$ cat config.mk
export PLATFORM = sky130hd
export DESIGN_NAME = fc_pass_scheduler
export DESIGN_NICKNAME = d
export VERILOG_FILES = /design/src/rtl/fc_pass_scheduler.sv
export SDC_FILE = /design/constraint.sdc
export NUM_CORES = 1
export LEC_CHECK = 0
export CORE_UTILIZATION = 38
export CTS_CLUSTER_DIAMETER = 120
export DETAILED_ROUTE_END_ITERATION = 10
export MAX_ROUTING_LAYER = met4
export RECOVER_POWER = 100
export SYNTH_ARGS = -nofsm -noshare
export SYNTH_HDL_FRONTEND = slang
export SYNTH_SLANG_ARGS = --single-unit
$ cat constraint.sdc
create_clock -name clk -period 4.15 [get_ports clk]
set_input_delay 0.83 -clock clk [delete_from_list [all_inputs] [get_ports clk]]
set_output_delay 0.83 -clock clk [all_outputs]
set_load 0.03 [all_outputs]
$ cat src/rtl/fc_pass_scheduler.sv
// fc_pass_scheduler: sequences one forward or backward pass over an FC layer's weight BRAM.
module fc_pass_scheduler #(
  parameter int ADDR           = 13,
  parameter int BIAS_ADDR      = 4,
  parameter int FAN_IN         = 392,
  parameter int MID_PTR_OFFSET = 196,
  parameter int N_GROUPS       = 16,
  parameter int PIPE_LAT       = 4
) (
  input  logic                 clk,
  input  logic                 rst,
  input  logic                 start,
  input  logic                 forward,
  input  logic                 valid_i,
  output logic [ADDR-1:0]      head_ptr,
  output logic [ADDR-1:0]      mid_ptr,
  output logic [BIAS_ADDR-1:0] bias_ptr,
  output logic                 has_bias,
  output logic                 acc_clear,
  output logic                 grp_done,
  output logic                 wr_en,
  output logic [ADDR-1:0]      wr_head_ptr,
  output logic [ADDR-1:0]      wr_mid_ptr,
  output logic                 busy,
  output logic                 done
);
  localparam int KW = $clog2(MID_PTR_OFFSET);
  localparam int CW = $clog2(PIPE_LAT + 1);
  typedef enum logic [1:0] {IDLE, RUN, DRAIN, DONE} state_t;
  state_t               state_q;
  logic [BIAS_ADDR-1:0] g_q;
  logic [KW-1:0]        k_q;
  logic [CW-1:0]        cnt_q;
  logic                 fwd_q;
  logic [PIPE_LAT-1:0]  v_q, l_q;
  logic [ADDR-1:0]      hd_q [PIPE_LAT];
  logic [ADDR-1:0]      md_q [PIPE_LAT];
  logic                 run, fire, k_last, g_last;
  logic [ADDR-1:0]      head, mid;
  always_comb begin
    run    = state_q == RUN;
    fire   = run & valid_i;
    k_last = k_q == KW'(MID_PTR_OFFSET - 1);
    g_last = g_q == BIAS_ADDR'(N_GROUPS - 1);
    head   = ADDR'(g_q) * ADDR'(FAN_IN) + ADDR'(k_q);
    mid    = head + ADDR'(MID_PTR_OFFSET);
  end
  assign head_ptr    = run ? head : '0;
  assign mid_ptr     = run ? mid : '0;
  assign bias_ptr    = run ? g_q : '0;
  assign acc_clear   = run & (k_q == '0);
  assign has_bias    = acc_clear & fwd_q;
  assign grp_done    = v_q[PIPE_LAT-1] & l_q[PIPE_LAT-1];
  assign wr_en       = v_q[PIPE_LAT-1] & ~fwd_q;
  assign wr_head_ptr = wr_en ? hd_q[PIPE_LAT-1] : '0;
  assign wr_mid_ptr  = wr_en ? md_q[PIPE_LAT-1] : '0;
  assign busy        = run | (state_q == DRAIN);
  assign done        = state_q == DONE;
  always_ff @(posedge clk) begin
    if (rst) begin
      state_q <= IDLE;
      g_q     <= '0;
      k_q     <= '0;
      cnt_q   <= '0;
      fwd_q   <= 1'b0;
    end else begin
      unique case (state_q)
        IDLE: if (start) begin
          state_q <= RUN;
          fwd_q   <= forward;
          g_q     <= '0;
          k_q     <= '0;
        end
        RUN: if (valid_i) begin
          k_q <= k_last ? '0 : k_q + KW'(1);
          if (k_last && g_last) begin
            state_q <= DRAIN;
            cnt_q   <= '0;
          end else if (k_last) g_q <= g_q + BIAS_ADDR'(1);
        end
        DRAIN: if (cnt_q == CW'(PIPE_LAT - 1)) state_q <= DONE;
               else cnt_q <= cnt_q + CW'(1);
        default: state_q <= IDLE;
      endcase
    end
  end
  // delay lines advance every cycle so results emerge exactly PIPE_LAT cycles after their beat
  always_ff @(posedge clk) begin
    if (rst) begin
      v_q <= '0;
      l_q <= '0;
      for (int i = 0; i < PIPE_LAT; i++) begin
        hd_q[i] <= '0;
        md_q[i] <= '0;
      end
    end else begin
      v_q <= PIPE_LAT'({v_q, fire});
      l_q <= PIPE_LAT'({l_q, k_last});
      for (int i = PIPE_LAT - 1; i > 0; i--) begin
        hd_q[i] <= hd_q[i-1];
        md_q[i] <= md_q[i-1];
      end
      hd_q[0] <= head;
      md_q[0] <= mid;
    end
  end
endmodule

-- Word level (Yosys, flattened, before mapping)
Memory sizes are Yosys's and may differ from the RTL's.
Cells that the tools add are included.
- bitwise logic cells: 15
- mux-type cells: 34
- equal/unequal tests: 13
- reductions and logical operators: 10
- $mul: 1
- $add $sub $neg: 5
- operator list (operator ; count):
    two-way mux 13 bit ; 12
    two-way mux 8 bit ; 3
    two-way mux 4 bit ; 5
    one-hot mux 8 bit (2 select lines) ; 1
    adder 13 x 8 -> 13 bit ; 1
    adder 13 x 8 -> 13 bit, second input constant ; 1
    multiplier 4 x 6 -> 10 bit, second input constant ; 1
    two-way mux 3 bit ; 3
    bitwise OR 1 bit ; 9
    adder 8 x 1 -> 8 bit, second input constant ; 1
    == test 8 bit, second input constant ; 1
    logical NOT 8 bit ; 1
    two-way mux 2 bit ; 4
    inequality test 2 bit, second input constant ; 4
    one-hot mux 4 bit (2 select lines) ; 1
    AND reduction 4 bit ; 2
    inequality test 2 x 1 -> 1 bit, second input constant ; 3
    one-hot mux 2 bit (3 select lines) ; 1
    one-hot mux 3 bit (2 select lines) ; 1
    bitwise AND 1 bit ; 5
    AND reduction 5 bit ; 1
    adder 4 x 1 -> 4 bit, second input constant ; 1
    == test 2 bit, second input constant ; 2
    == test 4 bit, second input constant ; 1
    other kinds (10) ; 13
- logic and storage cells: 87
- bits in writable memories: 104
- bits in registers: 26
- input port bits: 5
- memories: 2
- output and inout bits: 62
- memory list (memory ; depth ; width ; read ports ; clocked after memory_dff ; wr ports ; RTL line ; RTL):
    hd_q ; 4 ; 13 ; 4 ; 0 ; 4 ; 36 ; logic [ADDR-1:0] hd_q [PIPE_LAT];
    md_q ; 4 ; 13 ; 4 ; 0 ; 4 ; 37 ; logic [ADDR-1:0] md_q [PIPE_LAT];

-- Depth between registers and ports, before layout
Gate-level depths: netlist of run 1.
- depth after elaboration: 5
- mapped depth: 10
- depth with buffers taken out: 10

-- Worst setup path before layout of run 1
Ideal clock, no wire load.
- path kind: flip-flop to output port
- from: register g_q[2]
- to: output mid_ptr[12]
- stages on the path, launching flop included: 11
- path buffers: 0
- slack: 0.291 ns
- required time: 3.320 ns
- arrival time: 3.029 ns
- cells stage by stage: dfxtp_1 inv_1 ha_1 inv_1 ha_1 ha_1 inv_1 or4_1 xnor2_1 nor2_1 mux2_2
- word-level cells in the longest chain between the ends: 4
- ends and longest elaborated chain (element ; RTL line ; RTL):
    start, declared ; 31 ; logic [BIAS_ADDR-1:0] g_q;
    start signal, assigned ; 79 ; end else if (k_last) g_q <= g_q + BIAS_ADDR'(1);
    multiplier 4 x 6 -> 10 bit ; 45 ; head = ADDR'(g_q) * ADDR'(FAN_IN) + ADDR'(k_q);
    adder 13 x 8 -> 13 bit ; 45 ;
    adder 13 x 8 -> 13 bit ; 46 ; mid = head + ADDR'(MID_PTR_OFFSET);
    two-way mux 13 bit ; 49 ; assign mid_ptr = run ? mid : '0;
    end, declared ; 16 ; output logic [ADDR-1:0] mid_ptr,
Every way passes these cells.

-- Worst setup path after layout of run 1
Same ends and word-level chain as after synthesis.

==> impl_metrics.csv, run 1 <==
group,metric,value,unit
finish,layout-drive-gt1-share,0.111,
floorplanning,num_rows,40,
critical_path,slowest_delay,570,ps
yosys,yosysWarnings,0,
yosys,mappedNetlistArea,4870,um2
floorplanning,core,12300,um2
min_path,min_path_type,"reg -> reg",
clock_tree,cts_buffer_depth,2,
critical_path,cp_top_family,"adder cells",
yosys,synth.most_common_cell,"dfxtp_1",
sta,setup_violations,0,
yosys,synth_top_area_frac,0.501,
outcome,violations,"capacitance limit, slew limit",
critical_path,end_kind,"primary output",
finish,fin_nets,591,
route,ant_nets,0,
critical_path,crit_fanout,4,
global_routing,antenna_found_initial,0,
sta,slew_headroom,-0.759,
finish,stdcell_area,6330,um2
yosys,synth_edf_count,0,
sta,hold_viol_final,0,
sta,worstMarginPinSlew,2640,ps
clock_tree,cts_root_buffer,"clkbuf_16",
critical_path,cp-start-kind,"register",
outcome,status,"finished with violations",
yosys,async_reset_ff_frac,0,
sta,fmax,0.248,GHz
yosys,ys_types,48,
critical_path,cp_cell_sequence,"inv_1, ha_1, inv_1, ha_1, ha_1, inv_1, or4_4, xnor2_2, and2_1, mux2_2, buf_4",
clock_tree,cts_buffers,17,
sta,period_needed,4030,ps
finish,diodes,0,
placed_design,dpl.hpwl,6600,um
route,first_pass_iters,4,
route,routed_wl,9180,um
yosys,synth_area_leader_cell,"dfxtp_1",
critical_path,path_buf_inv,4,
clock_tree,cts_tree,"built",
global_routing,grt_overflow,0,
route,vias,3352,
clock_tree,ctsHoldBuffers,0,
finish,areaGrowthSynthToFinish,29.9,%
sta,finalCritPeriodShare,0.972,
route,first_iter_violations,78,
sta,finClkSkew,7.94,ps
floorplanning,dieWidth,115,um
critical_path,crit_slowest_cell,"or4_4",
placed_design,portBuffers,66,
yosys,synth-seq-area-share,0.501,
global_routing,grt_max_degree,62,
critical_path,arrival,3200,ps
global_routing,grt_pass1_vias,3156,
clock_tree,cts_max_level,4,
yosys,synth_fp_nets,526,
yosys,ys_ff_latch,122,
floorplanning,die_h,115,um
critical_path,critPathKind,"reg -> out",
global_routing,grt_pass1_wl,15100,um
pwr,power_leakage,2.79,nW
sta,drv_slew,62,
pwr,peakVddDrop,219,uV
floorplanning,io_pins,67,
global_routing,gr-usage-all-layers,0.153,
floorplanning,initial_utilization,0.397,
yosys,synth_common_cells,"122 x dfxtp_1, 91 x nor2b_1, 49 x nor2_1",
clock_tree,clkTransAtPathRegs,60,ps
yosys,syn-mean-instance-area,9.80,um2
sta,rsz0062_at_grt,"no",
yosys,synth-main-ff-cell,"dfxtp_1",
yosys,syn-instance-count,497,
route,viasPerCell,4.51,
pwr,cellPowerDensity,495,nW/um2
critical_path,crit_required,3320,ps
yosys,synth.area.top_cells,"dfxtp_1 50%, nor2b_1 12%, ha_1 5.9%, and2_1 5.5%, nor2_1 3.8%",
placed_design,dpl-instance-area,5660,um2
route,wl_per_cell,12.4,um
route,drc,0,
flow_run,drv_cap,1,
sta,tns,0,ps
clock_tree,clk_latency,400,ps
clock_tree,clock-sinks,122,
floorplanning,dieArea,13300,um2
placed_design,finalWeightedCongestion,0.797,
[cells by family after synthesis]
kind of cell | Yosys count | synth area share
AOI/OAI and AO/OA | 33 | 0.0498
xor gates and xnor gates | 22 | 0.0396
adders and majority gates | 24 | 0.0632
buffers and inverters | 38 | 0.0342
DFF | 122 | 0.501
muxes | 11 | 0.0244
and+or+nand+nor | 247 | 0.287
[worst paths after layout]
check / start / to / slack, ps / cells after the start
setup / recovery: g_q[2] / mid_ptr[12] / 120 / 11
hold / removal: hd_q[0][10] / hd_q[1][10] / 430 / 1
setup reg to reg: g_q[2] / md_q[0][12] / 1200 / 10
hold reg to reg: hd_q[0][10] / hd_q[1][10] / 430 / 1
[layout by cell type, fill, tap and decap left out, drive strengths merged, types with 4 or more instances in the layout]
master,n
nand2b,6
nand3,10
o21ai,5
and3,4
xor2,13
clkdlybuf4s50,4
dfxtp,122
inv,19
nor2,49
ha,23
and2,43
clkbuf,21
nand4,6
mux2,7
xnor2,9
nand2,22
buf,9
dlygate4sd3,54
mux2i,4
nor2b,91
a21oi,10
[per-layer routing]
layer / track usage / share of wire / vias up
met2: 0.246 / 0.47 / 75
met4: 0.0571 / 0.0071 / 0
li1: - / - / 1734
met3: 0.0358 / 0.031 / 6
met5: - / 0 / -
met1: 0.185 / 0.49 / 1537
[worst register-to-register path, cell delays in order, from the launching register on]
cell	delay [ps]
dfxtp_2	360
inv_1	90
ha_1	280
inv_1	40
ha_1	300
ha_1	310
inv_1	100
or4_4	570
xnor2_2	200
nor2_1	120
mux2_2	460
[layout make-up]
| type | count | area [um2] |
|---|---|---|
| multi-input combinational | 337 | 2300 |
| fill | 1130 | 5930 |
| clock inverter | 15 | 203 |
| sequential | 122 | 2450 |
| clock buffer | 17 | 425 |
| timing repair buffer | 74 | 708 |
| inverter | 10 | 37.5 |
| tap | 168 | 210 |
[per-stage QoR]
stage	hold slack (ps)	power (mW)	setup WS [ps]	std cells	util
finish	431	3.13	118	743	0.516
global route	448	3.27	9.94	743	0.516
CTS	432	3.18	16.3	742	0.515
detailed placement	420	1.63	181	709	0.462
global placement	422	1.63	202	709	0.462
floorplan	414	1.51	291	497	-
[flip-flops by register name (all words and copies together), names as in the netlist]
name	flops
cnt_q	3
fwd_q	1
g_q	4
hd_q	50
k_q	8
l_q	4
md_q	46
state_q	2
v_q	4
[where the power goes]
part | leakage (nW) | switching [mW] | internal [mW] | total [mW]
Sequential | 0.987 | 0.0211 | 1.20 | 1.22
Clock | 0.310 | 0.565 | 0.971 | 1.54
Combinational | 1.49 | 0.254 | 0.125 | 0.380
Total | 2.79 | 0.840 | 2.29 | 3.13
[what timing repair did]
item | 4_1_cts | 5_1_grt
pin swaps | 1 | 2
hold endpoints to repair | 0 | 0
buffers inserted | 1 | 1
setup endpoints to repair | 7 | 8
gates resized for setup | 8 | 9
Power figures use the tool's default switching activity.
==> run 2: changes to the inputs <==
--- a/config.mk
+++ b/config.mk
@@ -9,6 +9,7 @@
 export CTS_CLUSTER_DIAMETER = 120
 export DETAILED_ROUTE_END_ITERATION = 10
 export MAX_ROUTING_LAYER = met4
+export PLACE_DENSITY = 0.65
 export RECOVER_POWER = 100
 export SYNTH_ARGS = -nofsm -noshare
 export SYNTH_HDL_FRONTEND = slang
==> run 2 against run 1 <==
  * Register-to-register slack lost 60 ps
  * Clock power shrank 6%
  * Global-route usage grew 0.14 points
  * The run still ends with capacitance limit, slew limit left
  * Cell count grew 0.27%
  * First-iteration DRC count grew 5.1%
  * Utilization shrank 0.18 points
  * Critical path type unchanged
  * Non-clock buffer count grew 3
  * Largest power group unchanged
  * Combinational power shrank 2%
  * Highest routed layer unchanged
==> impl_metrics.csv, run 2 (same netlist as run 1, synthesis figures left out) <==
group,metric,value,unit
outcome,status,"finished with violations",
outcome,violations,"capacitance limit, slew limit",
sta,drv_slew,68,
clock_tree,cts_tree,"built",
clock_tree,cts_buffers,17,
global_routing,gr-usage-all-layers,0.154,
sta,setup_violations,0,
critical_path,cp_cell_sequence,"ha_1, fa_1, a211oi_2, o21bai_1, a211oi_4, buf_4, o31ai_1, nor3_2, mux2i_2, buf_12",
clock_tree,clk_latency,400,ps
critical_path,reg2reg_from,"g_q[2]",
finish,top_regs,"hd_q x50, md_q x46, k_q x8",
finish,areaGrowthSynthToFinish,29.5,%
sta,finClkSkew,11.8,ps
flow_run,drv_cap,1,
sta,slew_headroom,-0.917,
floorplanning,initial_utilization,0.397,
route,wl_per_cell,12.4,um
finish,diodes,0,
pwr,cellPowerDensity,482,nW/um2
global_routing,grt_pass1_wl,15200,um
pwr,sw_frac_of_total,0.263,
finish,fin_nets,594,
critical_path,crit_fanout,6,
clock_tree,cts_buffer_depth,2,
pwr,internal-power,2.24,mW
finish,layout_common_cells,"121 x dfxtp_1, 91 x nor2b_1, 53 x dlygate4sd3_1",
placed_design,portBuffers,66,
route,viasPerCell,4.50,
global_routing,grt_pass1_vias,3126,
placed_design,dpl.hpwl,6570,um
finish,largest_register_ffs,50,
sta,worstMarginPinSlew,2880,ps
pwr,p_seq_frac,0.401,
pwr,switchingPower,0.799,mW
sta,finalCritPeriodShare,0.979,
floorplanning,num_rows,40,
route,vias,3350,
route,ant_nets,0,
critical_path,crit_slowest_cell,"fa_1",
critical_path,startpoint,"g_q[0]",
finish,layout-drive-gt1-share,0.111,
critical_path,end_kind,"primary output",
pwr,p_comb_frac,0.123,
route,first_pass_iters,4,
floorplanning,die_h,115,um
clock_tree,cts_root_buffer,"clkbuf_16",
placed_design,finalWeightedCongestion,0.784,
critical_path,cp-start-kind,"register",
sta,period_needed,4060,ps
floorplanning,dieWidth,115,um
finish,final_common_cell,"dfxtp_1",
sta,rsz0062_at_grt,"yes",
clock_tree,ctsHoldBuffers,0,
pwr,clockPowerShare,0.476,
sta,worst_slack,86.6,ps
floorplanning,io_pins,67,
critical_path,crit_required,3320,ps
critical_path,critPathKind,"reg -> out",
clock_tree,clkTransAtPathRegs,60,ps
pwr,peakVddDrop,250,uV
sta,tns,0,ps
placed_design,dp_slack,172,ps
global_routing,grt_max_degree,68,
critical_path,arrival,3230,ps
route,drc,0,
global_routing,grt_overflow,0,
sta,fmax,0.246,GHz
route,routed_wl,9260,um
min_path,min_path_type,"reg -> reg",
pwr,power_leakage,2.75,nW
floorplanning,dieArea,13300,um2
finish,multiInputGateArea,2300,um2
critical_path,slowest_delay,430,ps
finish,top_register,"hd_q",
sta,hold_viol_final,0,
clock_tree,cts_max_level,4,
clock_tree,clock-sinks,122,
floorplanning,core,12300,um2
route,first_iter_violations,82,
global_routing,antenna_found_initial,0,
min_path,worstHoldStart,"hd_q[0][4]",
finish,fill_cells,1164,
finish,regArea,2440,um2
## run 2: path summary, 6_finish.rpt
path | end | slack, ps | depth (start not counted)
worst max-delay path | mid_ptr[10] | 90 | 10
worst min-delay path | hd_q[1][4] | 430 | 1
worst max register to register | md_q[0][12] | 1140 | 10
worst min register to register | hd_q[1][4] | 430 | 1
## run 2: timing repair
action	4_1_cts	5_1_grt
endpoints found under the hold margin	0	0
setup endpoints to repair	7	7
gates resized for setup	10	8
buffers inserted	3	1
pin swaps	1	0
## run 2: metal layers
layer / vias to the layer above / routed length, um / GRT usage
met2: 83 / 4310 / 0.239
met5: - / 0 / -
met3: 8 / 369 / 0.0364
met1: 1524 / 4520 / 0.196
li1: 1735 / - / -
met4: 0 / 58 / 0.0537
## run 2: area by class of cell
cell class | count | share of cell area
clock buffers | 19 | 0.0718
clock inverters | 12 | 0.0222
inverters | 10 | 0.00595
multi-input cells | 337 | 0.365
flip-flops and latches | 122 | 0.387
well taps | 168 | 0.0333
repair buffers | 77 | 0.114
## run 2: critical path, delay by kind of cell (launching register included)
family / cells / cell delay, ps
muxes: 1 / 310
adders and majority gates: 2 / 700
buffers and inverters: 2 / 340
DFF: 1 / 380
AOI/OAI and AO/OA: 4 / 860
and+or+nand+nor: 1 / 260
## run 2: through the flow
| stage | power [mW] | hold slack (ps) | util | cell area, um2 | std cells |
|---|---|---|---|---|---|
| final | 3.04 | 428 | 0.514 | 6310 | 745 |
| after global routing | 3.17 | 434 | 0.514 | 6310 | 745 |
| after CTS | 3.08 | 432 | 0.514 | 6310 | 744 |
| after detailed placement | 1.63 | 420 | 0.462 | 5670 | 710 |
| after global placement | 1.62 | 422 | 0.462 | 5670 | 710 |
| after floorplan | 1.51 | 414 | - | 4870 | 497 |
## run 2: power groups by stage
stage          clock [mW]  combinational [mW]  sequential [mW]
3_3_place_gp            0               0.381             1.24
3_5_place_dp            0               0.389             1.24
2_1_floorplan           0               0.278             1.24
6_report             1.44               0.374             1.22
5_1_grt              1.53               0.415             1.22
4_1_cts              1.47               0.393             1.22
==> run 3: changes to the inputs <==
--- a/config.mk
+++ b/config.mk
@@ -5,11 +5,12 @@
 export SDC_FILE = /design/constraint.sdc
 export NUM_CORES = 1
 export LEC_CHECK = 0
-export CORE_UTILIZATION = 38
+export CORE_UTILIZATION = 30
+export CTS_BUF_LIST = sky130_fd_sc_hd__clkbuf_4 sky130_fd_sc_hd__clkbuf_8 sky130_fd_sc_hd__clkbuf_16
 export CTS_CLUSTER_DIAMETER = 120
 export DETAILED_ROUTE_END_ITERATION = 10
 export MAX_ROUTING_LAYER = met4
-export PLACE_DENSITY = 0.65
+export PLACE_DENSITY = 0.55
 export RECOVER_POWER = 100
 export SYNTH_ARGS = -nofsm -noshare
 export SYNTH_HDL_FRONTEND = slang
==> run 3 against run 2 <==
  * The flow now stops in detailed routing (5_2_route)
  * Synthesized area stayed put
  * Synthesized cell count stayed put
  * Global-route usage is 2.4 points lower
==> impl_metrics.csv, run 3 <==
group,metric,value,unit
yosys,synth_top_area_frac,0.501,
yosys,async_reset_ff_frac,0,
global_routing,grt_pass1_vias,3323,
yosys,ys_types,48,
clock_tree,cts_root_buffer,"clkbuf_16",
placed_design,dp_slack,73.8,ps
yosys,synth.area.top_cells,"dfxtp_1 50%, nor2b_1 12%, ha_1 5.9%, and2_1 5.5%, nor2_1 3.8%",
yosys,synth_edf_count,0,
yosys,synth-seq-area-share,0.501,
global_routing,grt_pass1_wl,16200,um
yosys,synth_fp_nets,526,
global_routing,antenna_found_initial,0,
floorplanning,initial_utilization,0.307,
floorplanning,num_rows,46,
yosys,yosysWarnings,0,
placed_design,finalWeightedCongestion,0.822,
global_routing,gr-usage-all-layers,0.130,
placed_design,dpl.hpwl,7050,um
floorplanning,dieWidth,129,um
placed_design,dpl-instance-area,5770,um2
global_routing,grt_overflow,0,
placed_design,placedCellCount,764,
yosys,mappedNetlistArea,4870,um2
clock_tree,cts_buffers,17,
yosys,synth_common_cells,"122 x dfxtp_1, 91 x nor2b_1, 49 x nor2_1",
outcome,toolErrorMsg,"[ERROR DRT-0255] Maze Route cannot find path of net clk in worker of routeBox ( 96600 0 ) ( 129420 48300 ).",
clock_tree,ctsHoldBuffers,0,
clock_tree,cts_max_level,4,
placed_design,portBuffers,66,
floorplanning,die_h,129,um
yosys,synth_area_leader_cell,"dfxtp_1",
floorplanning,io_pins,67,
yosys,synth-main-ff-cell,"dfxtp_1",
yosys,syn-instance-count,497,
yosys,syn-mean-instance-area,9.80,um2
outcome,lastStage,"detailed routing (5_2_route)",
clock_tree,clock-sinks,122,
sta,worst-ep-kind,"primary output",
yosys,synth.most_common_cell,"dfxtp_1",
global_routing,grt_max_degree,73,
outcome,status,"did not finish",
sta,crit_endpoint,"mid_ptr[12]",
clock_tree,cts_buffer_depth,2,
yosys,ys_ff_latch,122,
==> run 3: cell counts after synthesis <==
Identical to the previous run, type by type.
==> run 3: timing repair <==
item / CTS / global route
setup buffers: 0 / 2
setup endpoints to repair: 7 / 7
gates resized for setup: 12 / 18
gates cloned: 0 / 0
pin swaps: 0 / 3
==> run 3: stage by stage <==
stage,utilization,TNS (ps)
floorplan,-,0
global placement,0.363,0
detailed placement,0.363,0
CTS,0.405,-7.46
global route,0.406,-9.43
==> run 3: kinds of logic after synthesis <==
group	Yosys count	synth area share
buf+inv	38	0.0342
compound gates	33	0.0498
fa+ha+maj	24	0.0632
xor+xnor	22	0.0396
mux	11	0.0244
simple gates	247	0.287
flops	122	0.501
==> run 3: per-layer routing <==
metal  global-route usage
met1                0.150
met2                0.211
met3               0.0434
met4               0.0424
met5                    -
==> run 4: changes to the inputs <==
==> config.mk (replaced) <==
export PLATFORM = sky130hd
export DESIGN_NAME = fc_pass_scheduler
export DESIGN_NICKNAME = d
export VERILOG_FILES = /design/src/rtl/fc_pass_scheduler.sv
export SDC_FILE = /design/constraint.sdc
export NUM_CORES = 1
export LEC_CHECK = 0
export CORE_UTILIZATION = 20
export DETAILED_ROUTE_END_ITERATION = 10
export PLACE_DENSITY_LB_ADDON = 0.15
export RECOVER_POWER = 100
export SYNTH_ARGS = -nofsm -noshare
export SYNTH_HDL_FRONTEND = slang
export SYNTH_SLANG_ARGS = --single-unit
==> run 4 against run 3 <==
  * The flow now finishes, with violations (capacitance limit, slew limit)
  * Global-route usage fell by 3.4 points
==> impl_metrics.csv, run 4 (same netlist as run 1, synthesis figures left out) <==
group,metric,value,unit
sta,worst_slack,170,ps
critical_path,path_buf_inv,1,
clock_tree,clk_latency,410,ps
pwr,cellPowerDensity,476,nW/um2
min_path,worstHoldStart,"hd_q[1][6]",
finish,largest_register_ffs,50,
sta,finClkSkew,11.8,ps
critical_path,crit_required,3320,ps
pwr,clockPowerShare,0.489,
global_routing,grt_pass1_wl,18000,um
pwr,p_comb_frac,0.124,
global_routing,grt_overflow,0,
floorplanning,die_h,158,um
route,routed_wl,11300,um
global_routing,grt_pass1_vias,3400,
critical_path,rr_worst_depth,10,
min_path,hold_depth,1,
route,ant_nets,0,
sta,hold_slack,430,ps
min_path,min_to,"hd_q[2][6]",
pwr,power.total,3.15,mW
clock_tree,clkTransAtPathRegs,60,ps
critical_path,cp_top_family,"compound AO/OA/AOI/OAI gates",
placed_design,dpl-instance-area,5930,um2
critical_path,ff2ff_setup_slack,1280,ps
sta,hold_viol_final,0,
finish,areaGrowthSynthToFinish,35.7,%
clock_tree,cts_max_level,4,
pwr,internal-power,2.35,mW
critical_path,arrival,3150,ps
sta,slew_headroom,-1.01,
flow_run,drv_cap,1,
floorplanning,initial_utilization,0.206,
clock_tree,cts_tree,"built",
outcome,status,"finished with violations",
pwr,peakVddDrop,236,uV
finish,final_common_cell,"dfxtp_1",
route,drc,0,
sta,worstMarginPinSlew,3010,ps
critical_path,cp_cell_sequence,"ha_1, and2_1, a2111oi_4, nand3_1, o221ai_1, nor4b_4, mux2_2, buf_2",
sta,setup_violations,0,
floorplanning,core,23700,um2
critical_path,critPathKind,"reg -> out",
critical_path,crit_slowest_cell,"a2111oi_4",
placed_design,finalWeightedCongestion,0.789,
route,first_iter_violations,145,
clock_tree,ctsHoldBuffers,0,
global_routing,gr-usage-all-layers,0.0956,
finish,fin_nets,602,
finish,layout_common_cells,"119 x dfxtp_1, 91 x nor2b_1, 52 x dlygate4sd3_1",
global_routing,grt_max_degree,70,
route,wl_per_cell,12.5,um
route,vias,3390,
clock_tree,clock-sinks,122,
pwr,sw_frac_of_total,0.254,
floorplanning,dieArea,25000,um2
min_path,min_path_type,"reg -> reg",
route,viasPerCell,3.75,
clock_tree,cts_root_buffer,"clkbuf_16",
pwr,p_seq_frac,0.387,
global_routing,antenna_found_initial,0,
floorplanning,dieWidth,158,um
pwr,switchingPower,0.798,mW
floorplanning,io_pins,67,
sta,finalCritPeriodShare,0.959,
finish,diodes,0,
finish,top_regs,"hd_q x50, md_q x46, k_q x8",
placed_design,dp_slack,63.3,ps
clock_tree,cts_buffers,17,
critical_path,cp-start-kind,"register",
pwr,power_leakage,2.82,nW
floorplanning,num_rows,56,
clock_tree,cts_buffer_depth,2,
outcome,violations,"capacitance limit, slew limit",
sta,fmax,0.251,GHz
sta,period_needed,3980,ps
critical_path,crit_fanout,6,
placed_design,dpl.hpwl,8340,um
sta,drv_slew,70,
finish,stdcell_area,6610,um2
critical_path,reg2reg_from,"g_q[2]",
route,first_pass_iters,4,
critical_path,r2r-end,"md_q[0][12]",
finish,layout-drive-gt1-share,0.130,
critical_path,slowest_delay,480,ps
placed_design,portBuffers,66,
critical_path,end_kind,"primary output",
finish,top_register,"hd_q",
run 4: metal layers:
| layer | vias to the layer above | share of wire | GRT usage |
|---|---|---|---|
| met2 | 83 | 0.43 | 0.146 |
| li1 | 1761 | - | - |
| met5 | - | 0 | 0 |
| met4 | 0 | 0.0080 | 0.0284 |
| met3 | 7 | 0.047 | 0.0328 |
| met1 | 1539 | 0.51 | 0.126 |
run 4: cell type report:
cell class	count	area, um2
sequential	122	2450
timing repair buffer	85	783
inverter	10	37.5
clock buffer	23	498
tap	319	399
multi-input combinational	337	2310
fill	2580	17100
clock inverter	9	135
run 4: how the worst max path moves through the flow:
stage            from     endpoint  slack (ps)  cells past startpoint
2_1_floorplan  g_q[2]  mid_ptr[12]         290                     10
5_1_grt        g_q[2]  mid_ptr[12]         -10                     11
6_report       g_q[0]  mid_ptr[12]         170                      8
3_5_place_dp   g_q[0]  mid_ptr[12]          60                      9
3_3_place_gp   g_q[0]  mid_ptr[12]          90                      9
4_1_cts        k_q[6]  mid_ptr[12]        -110                      8
run 4: power by group through the flow:
stage	combinational [mW]	clock, mW	sequential (mW)
floorplan	0.278	0	1.24
global placement	0.404	0	1.24
detailed placement	0.409	0	1.24
CTS	0.410	1.59	1.22
global route	0.439	1.64	1.22
finish	0.390	1.54	1.22
run 4: stage by stage:
stage | instances | utilization | setup TNS [ps]
floorplan | 497 | - | 0
detailed placement | 869 | 0.250 | 0
global route | 905 | 0.279 | -9.91
CTS | 901 | 0.278 | -109
finish | 905 | 0.279 | 0
global placement | 869 | 0.250 | 0
run 4: repair_timing:
item                                    4_1_cts  5_1_grt
endpoints found under the setup margin        6        9
gates resized for setup                      11       17
hold endpoints to repair                      0        0
pin swaps                                     0        5
setup buffers                                 0        4
==> RTL change: new RTL, settings of run 1 <==
Register the input `start` before use, without a reset. The logic sees it one clock later. The other inputs are not delayed to match.
--- a/src/rtl/fc_pass_scheduler.sv
+++ b/src/rtl/fc_pass_scheduler.sv
@@ -27,6 +27,13 @@
   localparam int KW = $clog2(MID_PTR_OFFSET);
   localparam int CW = $clog2(PIPE_LAT + 1);
   typedef enum logic [1:0] {IDLE, RUN, DRAIN, DONE} state_t;
+
+  logic start_q;
+
+  always_ff @(posedge clk) begin
+    start_q <= start;
+  end
+
   state_t               state_q;
   logic [BIAS_ADDR-1:0] g_q;
   logic [KW-1:0]        k_q;
@@ -65,7 +72,7 @@
       fwd_q   <= 1'b0;
     end else begin
       unique case (state_q)
-        IDLE: if (start) begin
+        IDLE: if (start_q) begin
           state_q <= RUN;
           fwd_q   <= forward;
           g_q     <= '0;
Behaviour: not the same (Yosys sat finds a counterexample within 4 cycles, from zero or initial values and one cycle with rst high).
==> RTL change against run 1 <==
- the flow still finishes with violations (max-capacitance violations, max-slew violations)
- sequential share of layout area is 0.80 points higher
- wire length is 4.4% lower
- count of clock-buffer cells in the layout is 4 higher
- non-clock buffer count is 2 higher
- cell area is 1.4% lower
- clock power hardly changed
- cell count is 2.4% lower
- sequential cell count is 1 higher
- total power is 1.9% higher
- area after synthesis is 2.2% lower
- die area is 2.1% lower
- setup slack better by 65 ps
- largest power group unchanged
==> RTL change: results (changes against run 1) <==
status = finished with violations
failing checks = max-capacitance violations, max-slew violations
CP Launch Point = k_q[3]$_SDFFE_PP0P_
Cell Area, Placed = 0.005585 mm² (-1.4%)
CLK BUF = 21 (+4)
Seq/Total Area, Yosys = 51.67% (+1.5 points)
multiplexer share of the synthesized area = 1.969% (-0.47 points)
Final nets = 573 (-3.0%)
Iteration-0 DRC Markers = 133 (+71%)
FF-to-FF End = md_q[0][10]$_SDFF_PP0_
P_comb = 0.000430 W (+13%)
FILL cells = 1141 (+0.97%)
HP Start = md_q[1][12]$_SDFF_PP0_
reg-to-reg critical path startpoint = k_q[3]$_SDFFE_PP0P_
total wire length = 8774 µm (-4.4%)
share of cells above drive strength 1 = 10.05% (-1.1 points)
Slew Limit Fails = 76 (+23%)
syn nets = 505 (-4.0%)
Signal buffers = 76 (+2.7%)
DR vias = 3190 (-4.8%)
Synth top cells by count = dfxtp_1, nor2b_1, nor2_1, and2_1
largest net degree at the start of global routing = 76 (+23%)
met1 WL = 4337 µm (-4.1%)
R2R setup slack = 1350 ps (+150 ps)
# resized after CTS = 9 (+1)
multi-input combinational area share = 35.06% (-1.3 points)
multi-input gates = 314 (-6.8%)
R2R depth = 8 (-2)
CP max FO = 7 (+3)
max-cap violations = 1 (unchanged)
post-CTS setup buffer count = 0 (-1)
peak supply drop = 0.0002092 V (-4.3%)
Post-Synth Adder-Cell Area = 6.458% (+0.14 points)
vias in the first global route = 3021 (-4.3%)
Signal buf overhead = 11.36% (+0.17 points)
compound-gate portion of the synthesized area = 4.647% (-0.34 points)
Slowest Stage Delay on Critical Path = 400 ps (-170 ps)
xor/xnor cell area share of the yosys netlist = 4.936% (+0.98 points)
LEAKAGE = 2.764 nW (-0.82%)
met2 routed WL = 3852 µm (-11%)
Clock buf/inv share = 10.04% (+0.12 points)
Pint = 0.002398 W (+4.6%)
gp weighted congestion = 0.8310 (+4.3%)
first-pass GRT wire length = 14550 µm (-3.5%)
met3 WL = 474 µm (+69%)
top post-synthesis cells by area = dfxtp_1, nor2b_1, ha_1
pre-CTS WS = 96.99 ps (-83.83 ps)
==> RTL change: cell types whose count changed after synthesis, moves of 3 or more <==
| cell | before | now |
|---|---|---|
| a21oi_1 | 10 | 6 |
| clkbuf_1 | 20 | 23 |
| mux2_1 | 0 | 3 |
| mux2_2 | 7 | 0 |
| nand2_1 | 22 | 13 |
| nand2b_1 | 6 | 3 |
| nand4b_1 | 3 | 0 |
| nor2_1 | 49 | 46 |
==> RTL change: stage by stage <==
step,utilization [%],cells,hold WS (ps)
floorplan,-,476,413.8
global placement,46.12,692,416.9
detailed placement,46.12,692,420.4
CTS,51.31,724,431.1
global route,51.54,725,445.8
finish,51.54,725,431.0
==> RTL change: kinds of logic after synthesis <==
group / Yosys count
buf+inv: 39
fa+ha+maj: 24
compound gates: 27
xor+xnor: 26
flops: 123
simple gates: 228
mux: 9
==> RTL change: routing by layer <==
metal  vias to the layer above  track usage [%]
li1                       1652                -
met1                      1448            19.35
met2                        82            21.37
met3                         8            5.420
met4                         0            6.061
met5                         -                -
